==> src/rtl/breakout_pkg.sv <==
// Shared definitions for the breakout game controller: state codes,
// parameter defaults and a saturating score helper.
package breakout_pkg;

  localparam int LIVES_INIT_DEF   = 3;
  localparam int DEB_FRAMES_DEF   = 2;
  localparam int LOST_FRAMES_DEF  = 60;
  localparam int FLASH_FRAMES_DEF = 16;
  localparam int STATE_W          = 3;

  typedef enum logic [STATE_W-1:0] {
    ST_IDLE  = 3'd0,
    ST_SERVE = 3'd1,
    ST_PLAY  = 3'd2,
    ST_LOST  = 3'd3,
    ST_OVER  = 3'd4,
    ST_WIN   = 3'd5
  } state_e;

  // Score never wraps: it sticks at the top value.
  function automatic logic [15:0] sat_inc16(input logic [15:0] v);
    return (v == 16'hFFFF) ? v : v + 16'd1;
  endfunction

endpackage

==> src/rtl/breakout_game_ctrl_if.sv <==
// Signal bundle between the game datapath (master) and the controller (slave).
// Handshake semantics: there is no ready/back-pressure anywhere. Pulse signals
// (frame_tick, brick_hit, ball_lost, clear_field, serve_req) are valid for
// exactly one clock and are consumed in that cycle; serve_dir is valid only
// while serve_req is high; all other signals are levels sampled every clock.
interface breakout_game_ctrl_if;
  import breakout_pkg::*;

  // datapath -> controller
  logic               frame_tick;
  logic               left_n;
  logic               right_n;
  logic               fire1_n;
  logic               fire2_n;
  logic               brick_hit;
  logic               ball_lost;
  logic               bricks_empty;
  // controller -> datapath
  logic [STATE_W-1:0] state;
  logic               clear_field;
  logic               serve_req;
  logic               serve_dir;
  logic               move_left;
  logic               move_right;
  logic [1:0]         lives;
  logic [15:0]        score;
  logic               flash;

  modport master (
    output frame_tick, left_n, right_n, fire1_n, fire2_n,
           brick_hit, ball_lost, bricks_empty,
    input  state, clear_field, serve_req, serve_dir,
           move_left, move_right, lives, score, flash
  );

  modport slave (
    input  frame_tick, left_n, right_n, fire1_n, fire2_n,
           brick_hit, ball_lost, bricks_empty,
    output state, clear_field, serve_req, serve_dir,
           move_left, move_right, lives, score, flash
  );

endinterface

==> src/rtl/breakout_game_ctrl_btn_debounce.sv <==
// One button: 2-flop synchronizer, frame-rate debounce, and a one-cycle
// press pulse on the debounced 1->0 (release->pressed) edge.
module btn_debounce
  import breakout_pkg::*;
#(
  parameter int DEB_FRAMES = DEB_FRAMES_DEF
) (
  input  logic clock,
  input  logic rst_n,
  input  logic frame_tick_i,
  input  logic btn_n_i,
  output logic level_o,
  output logic press_o
);

  localparam int CW = (DEB_FRAMES < 2) ? 1 : $clog2(DEB_FRAMES);

  logic          sync1_q, sync2_q;
  logic          level_q, level_d;
  logic          press_q, press_d;
  logic [CW-1:0] cnt_q, cnt_d;

  // Count frame samples that disagree with the accepted level; accept after
  // DEB_FRAMES in a row, any agreeing sample restarts the count.
  always_comb begin
    level_d = level_q;
    cnt_d   = cnt_q;
    press_d = 1'b0;
    if (frame_tick_i) begin
      if (sync2_q == level_q) begin
        cnt_d = '0;
      end else if (cnt_q == CW'(DEB_FRAMES - 1)) begin
        level_d = sync2_q;
        cnt_d   = '0;
        press_d = level_q;
      end else begin
        cnt_d = cnt_q + CW'(1);
      end
    end
  end

  // Synchronizer and debounce state; released (1) out of reset.
  always_ff @(posedge clock or negedge rst_n) begin
    if (!rst_n) begin
      sync1_q <= 1'b1;
      sync2_q <= 1'b1;
      level_q <= 1'b1;
      press_q <= 1'b0;
      cnt_q   <= '0;
    end else begin
      sync1_q <= btn_n_i;
      sync2_q <= sync1_q;
      level_q <= level_d;
      press_q <= press_d;
      cnt_q   <= cnt_d;
    end
  end

  assign level_o = level_q;
  assign press_o = press_q;

endmodule

==> src/rtl/breakout_game_ctrl.sv <==
// Breakout game flow controller: buttons -> game FSM -> registered commands,
// lives, score and the end-of-game flash.
module breakout_game_ctrl
  import breakout_pkg::*;
#(
  parameter int LIVES_INIT   = LIVES_INIT_DEF,
  parameter int DEB_FRAMES   = DEB_FRAMES_DEF,
  parameter int LOST_FRAMES  = LOST_FRAMES_DEF,
  parameter int FLASH_FRAMES = FLASH_FRAMES_DEF
) (
  input  logic                 clock,
  input  logic                 rst_n,
  breakout_game_ctrl_if.slave  ctrl_if
);

  localparam int LW = $clog2(LOST_FRAMES + 1);
  localparam int FW = $clog2(FLASH_FRAMES + 1);

  logic left_lvl, left_prs, right_lvl, right_prs;
  logic f1_lvl, f1_prs, f2_lvl, f2_prs;

  logic [STATE_W-1:0] state_q, state_d;
  logic [1:0]         lives_q, lives_d;
  logic [15:0]        score_q, score_d;
  logic [LW-1:0]      lost_cnt_q, lost_cnt_d;
  logic [FW-1:0]      flash_cnt_q, flash_cnt_d;
  logic               flash_q, flash_d;
  logic               clear_q, clear_d;
  logic               serve_q, serve_d;
  logic               dir_q, dir_d;
  logic               mleft_q, mleft_d;
  logic               mright_q, mright_d;
  logic               lost_done;
  logic               in_end_q, in_end_d;
  logic               unused_ok;

  btn_debounce #(.DEB_FRAMES(DEB_FRAMES)) u_left (
    .clock(clock), .rst_n(rst_n), .frame_tick_i(ctrl_if.frame_tick),
    .btn_n_i(ctrl_if.left_n), .level_o(left_lvl), .press_o(left_prs));
  btn_debounce #(.DEB_FRAMES(DEB_FRAMES)) u_right (
    .clock(clock), .rst_n(rst_n), .frame_tick_i(ctrl_if.frame_tick),
    .btn_n_i(ctrl_if.right_n), .level_o(right_lvl), .press_o(right_prs));
  btn_debounce #(.DEB_FRAMES(DEB_FRAMES)) u_fire1 (
    .clock(clock), .rst_n(rst_n), .frame_tick_i(ctrl_if.frame_tick),
    .btn_n_i(ctrl_if.fire1_n), .level_o(f1_lvl), .press_o(f1_prs));
  btn_debounce #(.DEB_FRAMES(DEB_FRAMES)) u_fire2 (
    .clock(clock), .rst_n(rst_n), .frame_tick_i(ctrl_if.frame_tick),
    .btn_n_i(ctrl_if.fire2_n), .level_o(f2_lvl), .press_o(f2_prs));

  // Right press and fire levels have no role in the game flow.
  assign unused_ok = &{1'b0, right_prs, f1_lvl, f2_lvl};

  assign lost_done = (state_q == ST_LOST) && ctrl_if.frame_tick &&
                     (lost_cnt_q == LW'(LOST_FRAMES - 1));
  assign in_end_q  = (state_q == ST_WIN) || (state_q == ST_OVER);
  assign in_end_d  = (state_d == ST_WIN) || (state_d == ST_OVER);

  // State register.
  always_ff @(posedge clock or negedge rst_n) begin
    if (!rst_n) state_q <= ST_IDLE;
    else        state_q <= state_d;
  end

  // Next-state logic; win beats a simultaneous ball loss, fire1 beats fire2.
  always_comb begin
    state_d = state_q;
    case (state_q)
      ST_IDLE:  if (left_prs) state_d = ST_SERVE;
      ST_SERVE: if (f1_prs || f2_prs) state_d = ST_PLAY;
      ST_PLAY: begin
        if (ctrl_if.bricks_empty)   state_d = ST_WIN;
        else if (ctrl_if.ball_lost) state_d = ST_LOST;
      end
      ST_LOST:  if (lost_done) state_d = (lives_q != 2'd0) ? ST_SERVE : ST_OVER;
      ST_OVER,
      ST_WIN:   if (f1_prs) state_d = ST_IDLE;
      default:  state_d = ST_IDLE;
    endcase
  end

  // Next values of the registered outputs, timers and game counters.
  always_comb begin
    lives_d     = lives_q;
    score_d     = score_q;
    clear_d     = 1'b0;
    serve_d     = 1'b0;
    dir_d       = 1'b0;
    lost_cnt_d  = '0;
    flash_d     = 1'b0;
    flash_cnt_d = '0;
    mleft_d     = 1'b0;
    mright_d    = 1'b0;
    case (state_q)
      ST_IDLE: begin
        if (left_prs) begin
          clear_d = 1'b1;
          lives_d = 2'(LIVES_INIT);
          score_d = '0;
        end
      end
      ST_SERVE: begin
        if (f1_prs || f2_prs) begin
          serve_d = 1'b1;
          dir_d   = f1_prs;
        end
      end
      ST_PLAY: begin
        if (ctrl_if.brick_hit) score_d = sat_inc16(score_q);
        if (!ctrl_if.bricks_empty && ctrl_if.ball_lost && (lives_q != 2'd0))
          lives_d = lives_q - 2'd1;
      end
      ST_LOST: begin
        lost_cnt_d = lost_cnt_q;
        if (ctrl_if.frame_tick)
          lost_cnt_d = lost_done ? '0 : lost_cnt_q + LW'(1);
        clear_d = lost_done && (lives_q != 2'd0);
      end
      default: ;
    endcase
    // Flash runs only while staying in WIN/OVER, so it drops with the state.
    if (in_end_q && in_end_d) begin
      flash_d     = flash_q;
      flash_cnt_d = flash_cnt_q;
      if (ctrl_if.frame_tick) begin
        if (flash_cnt_q == FW'(FLASH_FRAMES - 1)) begin
          flash_d     = ~flash_q;
          flash_cnt_d = '0;
        end else begin
          flash_cnt_d = flash_cnt_q + FW'(1);
        end
      end
    end
    if ((state_d == ST_SERVE) || (state_d == ST_PLAY)) begin
      mleft_d  = ~left_lvl;
      mright_d = ~right_lvl & left_lvl;
    end
  end

  // Output and counter registers.
  always_ff @(posedge clock or negedge rst_n) begin
    if (!rst_n) begin
      lives_q     <= 2'd0;
      score_q     <= 16'd0;
      lost_cnt_q  <= '0;
      flash_cnt_q <= '0;
      flash_q     <= 1'b0;
      clear_q     <= 1'b0;
      serve_q     <= 1'b0;
      dir_q       <= 1'b0;
      mleft_q     <= 1'b0;
      mright_q    <= 1'b0;
    end else begin
      lives_q     <= lives_d;
      score_q     <= score_d;
      lost_cnt_q  <= lost_cnt_d;
      flash_cnt_q <= flash_cnt_d;
      flash_q     <= flash_d;
      clear_q     <= clear_d;
      serve_q     <= serve_d;
      dir_q       <= dir_d;
      mleft_q     <= mleft_d;
      mright_q    <= mright_d;
    end
  end

  assign ctrl_if.state       = state_q;
  assign ctrl_if.lives       = lives_q;
  assign ctrl_if.score       = score_q;
  assign ctrl_if.flash       = flash_q;
  assign ctrl_if.clear_field = clear_q;
  assign ctrl_if.serve_req   = serve_q;
  assign ctrl_if.serve_dir   = dir_q;
  assign ctrl_if.move_left   = mleft_q;
  assign ctrl_if.move_right  = mright_q;

endmodule

==> src/flat_wrapper.sv <==
// flat-port wrapper written by rule: the top's interface ports become plain ports
module breakout_game_ctrl_flat import breakout_pkg::*;
#(
  parameter int LIVES_INIT   = LIVES_INIT_DEF,
  parameter int DEB_FRAMES   = DEB_FRAMES_DEF,
  parameter int LOST_FRAMES  = LOST_FRAMES_DEF,
  parameter int FLASH_FRAMES = FLASH_FRAMES_DEF
)
  (clock, rst_n, ctrl_if_frame_tick, ctrl_if_left_n, ctrl_if_right_n, ctrl_if_fire1_n, ctrl_if_fire2_n, ctrl_if_brick_hit, ctrl_if_ball_lost, ctrl_if_bricks_empty, ctrl_if_state, ctrl_if_clear_field, ctrl_if_serve_req, ctrl_if_serve_dir, ctrl_if_move_left, ctrl_if_move_right, ctrl_if_lives, ctrl_if_score, ctrl_if_flash);
  breakout_game_ctrl_if ctrl_if_i ();
  input  logic clock;
  input  logic rst_n;
  input wire logic [$bits(ctrl_if_i.frame_tick)-1:0] ctrl_if_frame_tick;
  input wire logic [$bits(ctrl_if_i.left_n)-1:0] ctrl_if_left_n;
  input wire logic [$bits(ctrl_if_i.right_n)-1:0] ctrl_if_right_n;
  input wire logic [$bits(ctrl_if_i.fire1_n)-1:0] ctrl_if_fire1_n;
  input wire logic [$bits(ctrl_if_i.fire2_n)-1:0] ctrl_if_fire2_n;
  input wire logic [$bits(ctrl_if_i.brick_hit)-1:0] ctrl_if_brick_hit;
  input wire logic [$bits(ctrl_if_i.ball_lost)-1:0] ctrl_if_ball_lost;
  input wire logic [$bits(ctrl_if_i.bricks_empty)-1:0] ctrl_if_bricks_empty;
  output wire logic [$bits(ctrl_if_i.state)-1:0] ctrl_if_state;
  output wire logic [$bits(ctrl_if_i.clear_field)-1:0] ctrl_if_clear_field;
  output wire logic [$bits(ctrl_if_i.serve_req)-1:0] ctrl_if_serve_req;
  output wire logic [$bits(ctrl_if_i.serve_dir)-1:0] ctrl_if_serve_dir;
  output wire logic [$bits(ctrl_if_i.move_left)-1:0] ctrl_if_move_left;
  output wire logic [$bits(ctrl_if_i.move_right)-1:0] ctrl_if_move_right;
  output wire logic [$bits(ctrl_if_i.lives)-1:0] ctrl_if_lives;
  output wire logic [$bits(ctrl_if_i.score)-1:0] ctrl_if_score;
  output wire logic [$bits(ctrl_if_i.flash)-1:0] ctrl_if_flash;
  assign ctrl_if_i.frame_tick = ctrl_if_frame_tick;
  assign ctrl_if_i.left_n = ctrl_if_left_n;
  assign ctrl_if_i.right_n = ctrl_if_right_n;
  assign ctrl_if_i.fire1_n = ctrl_if_fire1_n;
  assign ctrl_if_i.fire2_n = ctrl_if_fire2_n;
  assign ctrl_if_i.brick_hit = ctrl_if_brick_hit;
  assign ctrl_if_i.ball_lost = ctrl_if_ball_lost;
  assign ctrl_if_i.bricks_empty = ctrl_if_bricks_empty;
  assign ctrl_if_state = ctrl_if_i.state;
  assign ctrl_if_clear_field = ctrl_if_i.clear_field;
  assign ctrl_if_serve_req = ctrl_if_i.serve_req;
  assign ctrl_if_serve_dir = ctrl_if_i.serve_dir;
  assign ctrl_if_move_left = ctrl_if_i.move_left;
  assign ctrl_if_move_right = ctrl_if_i.move_right;
  assign ctrl_if_lives = ctrl_if_i.lives;
  assign ctrl_if_score = ctrl_if_i.score;
  assign ctrl_if_flash = ctrl_if_i.flash;
  breakout_game_ctrl #(.LIVES_INIT(LIVES_INIT), .DEB_FRAMES(DEB_FRAMES), .LOST_FRAMES(LOST_FRAMES), .FLASH_FRAMES(FLASH_FRAMES)) u_core (.clock(clock), .rst_n(rst_n), .ctrl_if(ctrl_if_i));
endmodule
==> config.mk <==
export PLATFORM = sky130hd
export DESIGN_NAME = breakout_game_ctrl_flat
export DESIGN_NICKNAME = d
export VERILOG_FILES = /design/src/rtl/breakout_pkg.sv /design/src/rtl/breakout_game_ctrl_if.sv /design/src/rtl/breakout_game_ctrl_btn_debounce.sv /design/src/rtl/breakout_game_ctrl.sv /design/src/flat_wrapper.sv
export SDC_FILE = /design/constraint.sdc
export NUM_CORES = 1
export LEC_CHECK = 0
export ABC_CLOCK_PERIOD_IN_PS = 3250
export CORE_UTILIZATION = 25
export CTS_CLUSTER_SIZE = 16
export DETAILED_ROUTE_END_ITERATION = 16
export GPL_ROUTABILITY_DRIVEN = 1
export HOLD_SLACK_MARGIN = 0.1
export PLACE_DENSITY = 0.39
export SYNTH_ARGS = -nofsm -noshare
export SYNTH_HDL_FRONTEND = slang
export SYNTH_SLANG_ARGS = --single-unit
==> constraint.sdc <==
create_clock -name clock -period 3.25 [get_ports clock]
set_input_delay 0.325 -clock clock [delete_from_list [all_inputs] [get_ports clock]]
set_output_delay 0.325 -clock clock [all_outputs]
set_load 0.02 [all_outputs]
==> out/qor.txt <==
Status: completed
Synth unique cells: 56
Tmin final: 2.17 ns
Die area: 11800 µm²
# Max-Cap Violations: 0
Largest area contributor in the netlist: dfrtp_1
Most frequent cell after synthesis: dfrtp_1
Via Count: 2189
Critical-path top delay cell: dfrtp_1
Levels on crit path: 4
Most Crowded Layer GR: met2
Vias/cell: 4.86
Routed len/inst: 14.7 µm
DRT Wirelength: 6.60 mm
RSZ-0062 raised after global routing: false
Sequential area share after synthesis: 0.509
CTS HTree Levels: 3
First-pass DRT Iterations: 4
Area growth from synthesis to layout: 28.8%
Final Setup Violations: 0
Design area: 3650 µm²
Num ports: 37
Post-DP Area: 3350 µm²
Crit path arrival time: 2.38 ns
CTS tree: yes
Share of the synthesized area in the top cell type: 0.398
Critical path buffers and inverters: 0
Layout cell share with drive strength beyond 1: 0.174
Setup TNS: 0 ns
Fin. max-slew vios: 0
Gr usage total: 0.125
Post-synth EDFFs: 0
GR Util met1: 0.152
CTS buffer count: 9
Pwr/cell area: 723 nW/µm²
Met2 usage: 0.199
HP Class: primary input to asynchronous set/reset pin
Avg Cell Area, Syn: 10.8 µm²
Placer Congestion: 0.729
Postcts setup bufs: 0
First-pass GRT wire length: 11.0 mm
#FFs+latches synth: 57
Tcrit/Tclk final: 0.668
Grt ovf: 0
Core box area: 10900 µm²
Vias in the first global route: 2195
Yosys synthesis warning count: 0
Largest net degree at the start of global routing: 58
Commonest cells post-synth: dfrtp_1 (45), nand2_1 (26), nor2_1 (21)
Syn Nets: 277
Crit path launch type: flop
Clock Latency Late Sink: 0.33 ns
Final ANT Viol Nets: 0
Initial core utilization: 0.259
Clk root buf: clkbuf_16
Peak supply drop: 341 µV
CP required: 3.46 ns
Max-slew headroom: 0.504
Most used flip-flop cell after synthesis: dfrtp_1
Crit. End Element: flop
Initial drt markers: 110
Die span in x: 108 µm
Fmax: 461 MHz
# hold bufs at CTS: 0
CP max FO: 17
Port Buffer Count: 36
Post-synth ARST share: 1.00
Initial antenna violation count: 0
Final Hold Vio Count: 0
Critical path's largest stage delay: 0.70 ns
Die H: 108 µm
Critical path's top delay family: simple AND/OR/NAND/NOR gates
ANT cells: 0
Synth area leaders: dfrtp_1 (40%), dfstp_2 (11%), mux2_2 (4.0%)
Syn Inst Count: 263
Worst Tran Pin Value: 0.745 ns
Cells on worst reg2reg path: 4
Clk sinks: 57
Max clock buf depth: 2
Area of the mapped netlist: 2830 µm²
Cell Chain, Critical Path: nand2_1 > nor4_4 > a21oi_2 > mux2_2
Post-CTS sizing: 0
Setup CP Type: flop to flop
Worst Skew: 0.00755 ns
GR Util met3: 0.0410
Dpl hpwl: 4.47 mm
Leakage power: 1.46 nW
Net count, final: 319
Clock Pin Slew Worst Setup and Hold Paths: 0.05 ns
Remaining DRCs: 0
Row cnt: 38
[area by class of cell]
cell class	count	area [µm²]
Clock buffer	11	243
Clock inverter	5	55.1
Fill cell	1114	7290
Inverter	10	37.5
Multi-Input combinational cell	188	1320
Sequential cell	57	1440
Tap cell	140	175
Timing Repair Buffer	39	378
[per-layer routing]
| metal | vias up | part of all wire |
|---|---|---|
| li1 | 1058 | - |
| met2 | 38 | 0.48 |
| met1 | 1086 | 0.47 |
| met3 | 7 | 0.038 |
| met4 | 0 | 0.015 |
| met5 | - | 0 |
[final timing paths]
path / from / slack (ns) / endpoint
max reg2reg: u_core.ctrl_if.state[1] / 1.08 / u_core.ctrl_if.score[0]
min in group clock: u_core.u_fire2.sync1_q / 0.35 / u_core.u_fire2.sync2_q
min reg2reg: u_core.u_fire2.sync1_q / 0.35 / u_core.u_fire2.sync2_q
max: u_core.ctrl_if.state[1] / 1.08 / u_core.ctrl_if.score[0]
min: rst_n / 0.14 / u_core.ctrl_if.score[13]
max in group asynchronous: rst_n / 2.61 / u_core.flash_cnt_q[1]
[power by group]
| group | leakage (nW) | internal [W] | switching (W) | total [W] |
|---|---|---|---|---|
| combinational | 0.586 | 0.000317 | 0.000341 | 0.000658 |
| sequential | 0.729 | 0.000867 | 0.000175 | 0.00104 |
| clock | 0.142 | 0.000610 | 0.000327 | 0.000938 |
| total | 1.46 | 0.00179 | 0.000843 | 0.00264 |
[sequential cells by signal, summed over array words and instances (netlist names), 2 cells and up]
name and cells:
u_core.ctrl_if.lives 2, u_core.ctrl_if.score 16, u_core.ctrl_if.state 3, u_core.flash_cnt_q 5, u_core.lost_cnt_q 6
[cell families (layout without fill, tap and decap cells)]
| family | count (synthesis) | in the layout | share of synthesized area |
|---|---|---|---|
| buffers and inverters | 18 | 65 | 0.0283 |
| adders and majority gates | 4 | 4 | 0.0177 |
| xor gates and xnor gates | 9 | 9 | 0.0278 |
| DFF | 57 | 57 | 0.509 |
| and+or+nand+nor | 103 | 103 | 0.216 |
| muxes | 14 | 14 | 0.0557 |
| AOI/OAI and AO/OA | 58 | 58 | 0.145 |
[stage by stage]
step	utilization	hold WS (ns)	total power (W)	setup WS, ns	std cells
2_1_floorplan	-	0.0294	0.00144	1.46	263
3_5_place_dp	0.306	0.347	0.00172	1.12	434
6_report	0.333	0.145	0.00264	1.08	450
3_3_place_gp	0.306	0.346	0.00171	1.18	434
5_1_grt	0.333	0.225	0.00280	0.905	450
4_1_cts	0.333	0.183	0.00268	1.10	450
[layout by cell type (no fill, tap or decap), types with 4 or more instances in the layout]
| master | netlist | final |
|---|---|---|
| dfrtp_1 | 45 | 45 |
| clkdlybuf4s50_1 | 0 | 35 |
| nand2_1 | 26 | 26 |
| nor2_1 | 21 | 21 |
| a21oi_1 | 13 | 13 |
| dfstp_2 | 12 | 12 |
| inv_1 | 10 | 10 |
| mux2_2 | 10 | 10 |
| o31ai_1 | 9 | 9 |
| clkbuf_16 | 0 | 9 |
| nand3_1 | 8 | 8 |
| a211oi_1 | 7 | 7 |
| o21ai_0 | 7 | 7 |
| nor3b_1 | 5 | 5 |
| or4_1 | 5 | 5 |
| nand4_1 | 5 | 5 |
| xor2_1 | 5 | 5 |
| and3_1 | 4 | 4 |
| o21a_1 | 4 | 4 |
| xnor2_1 | 4 | 4 |
| ha_1 | 4 | 4 |
Note: power is estimated with default switching activity, not from simulation.
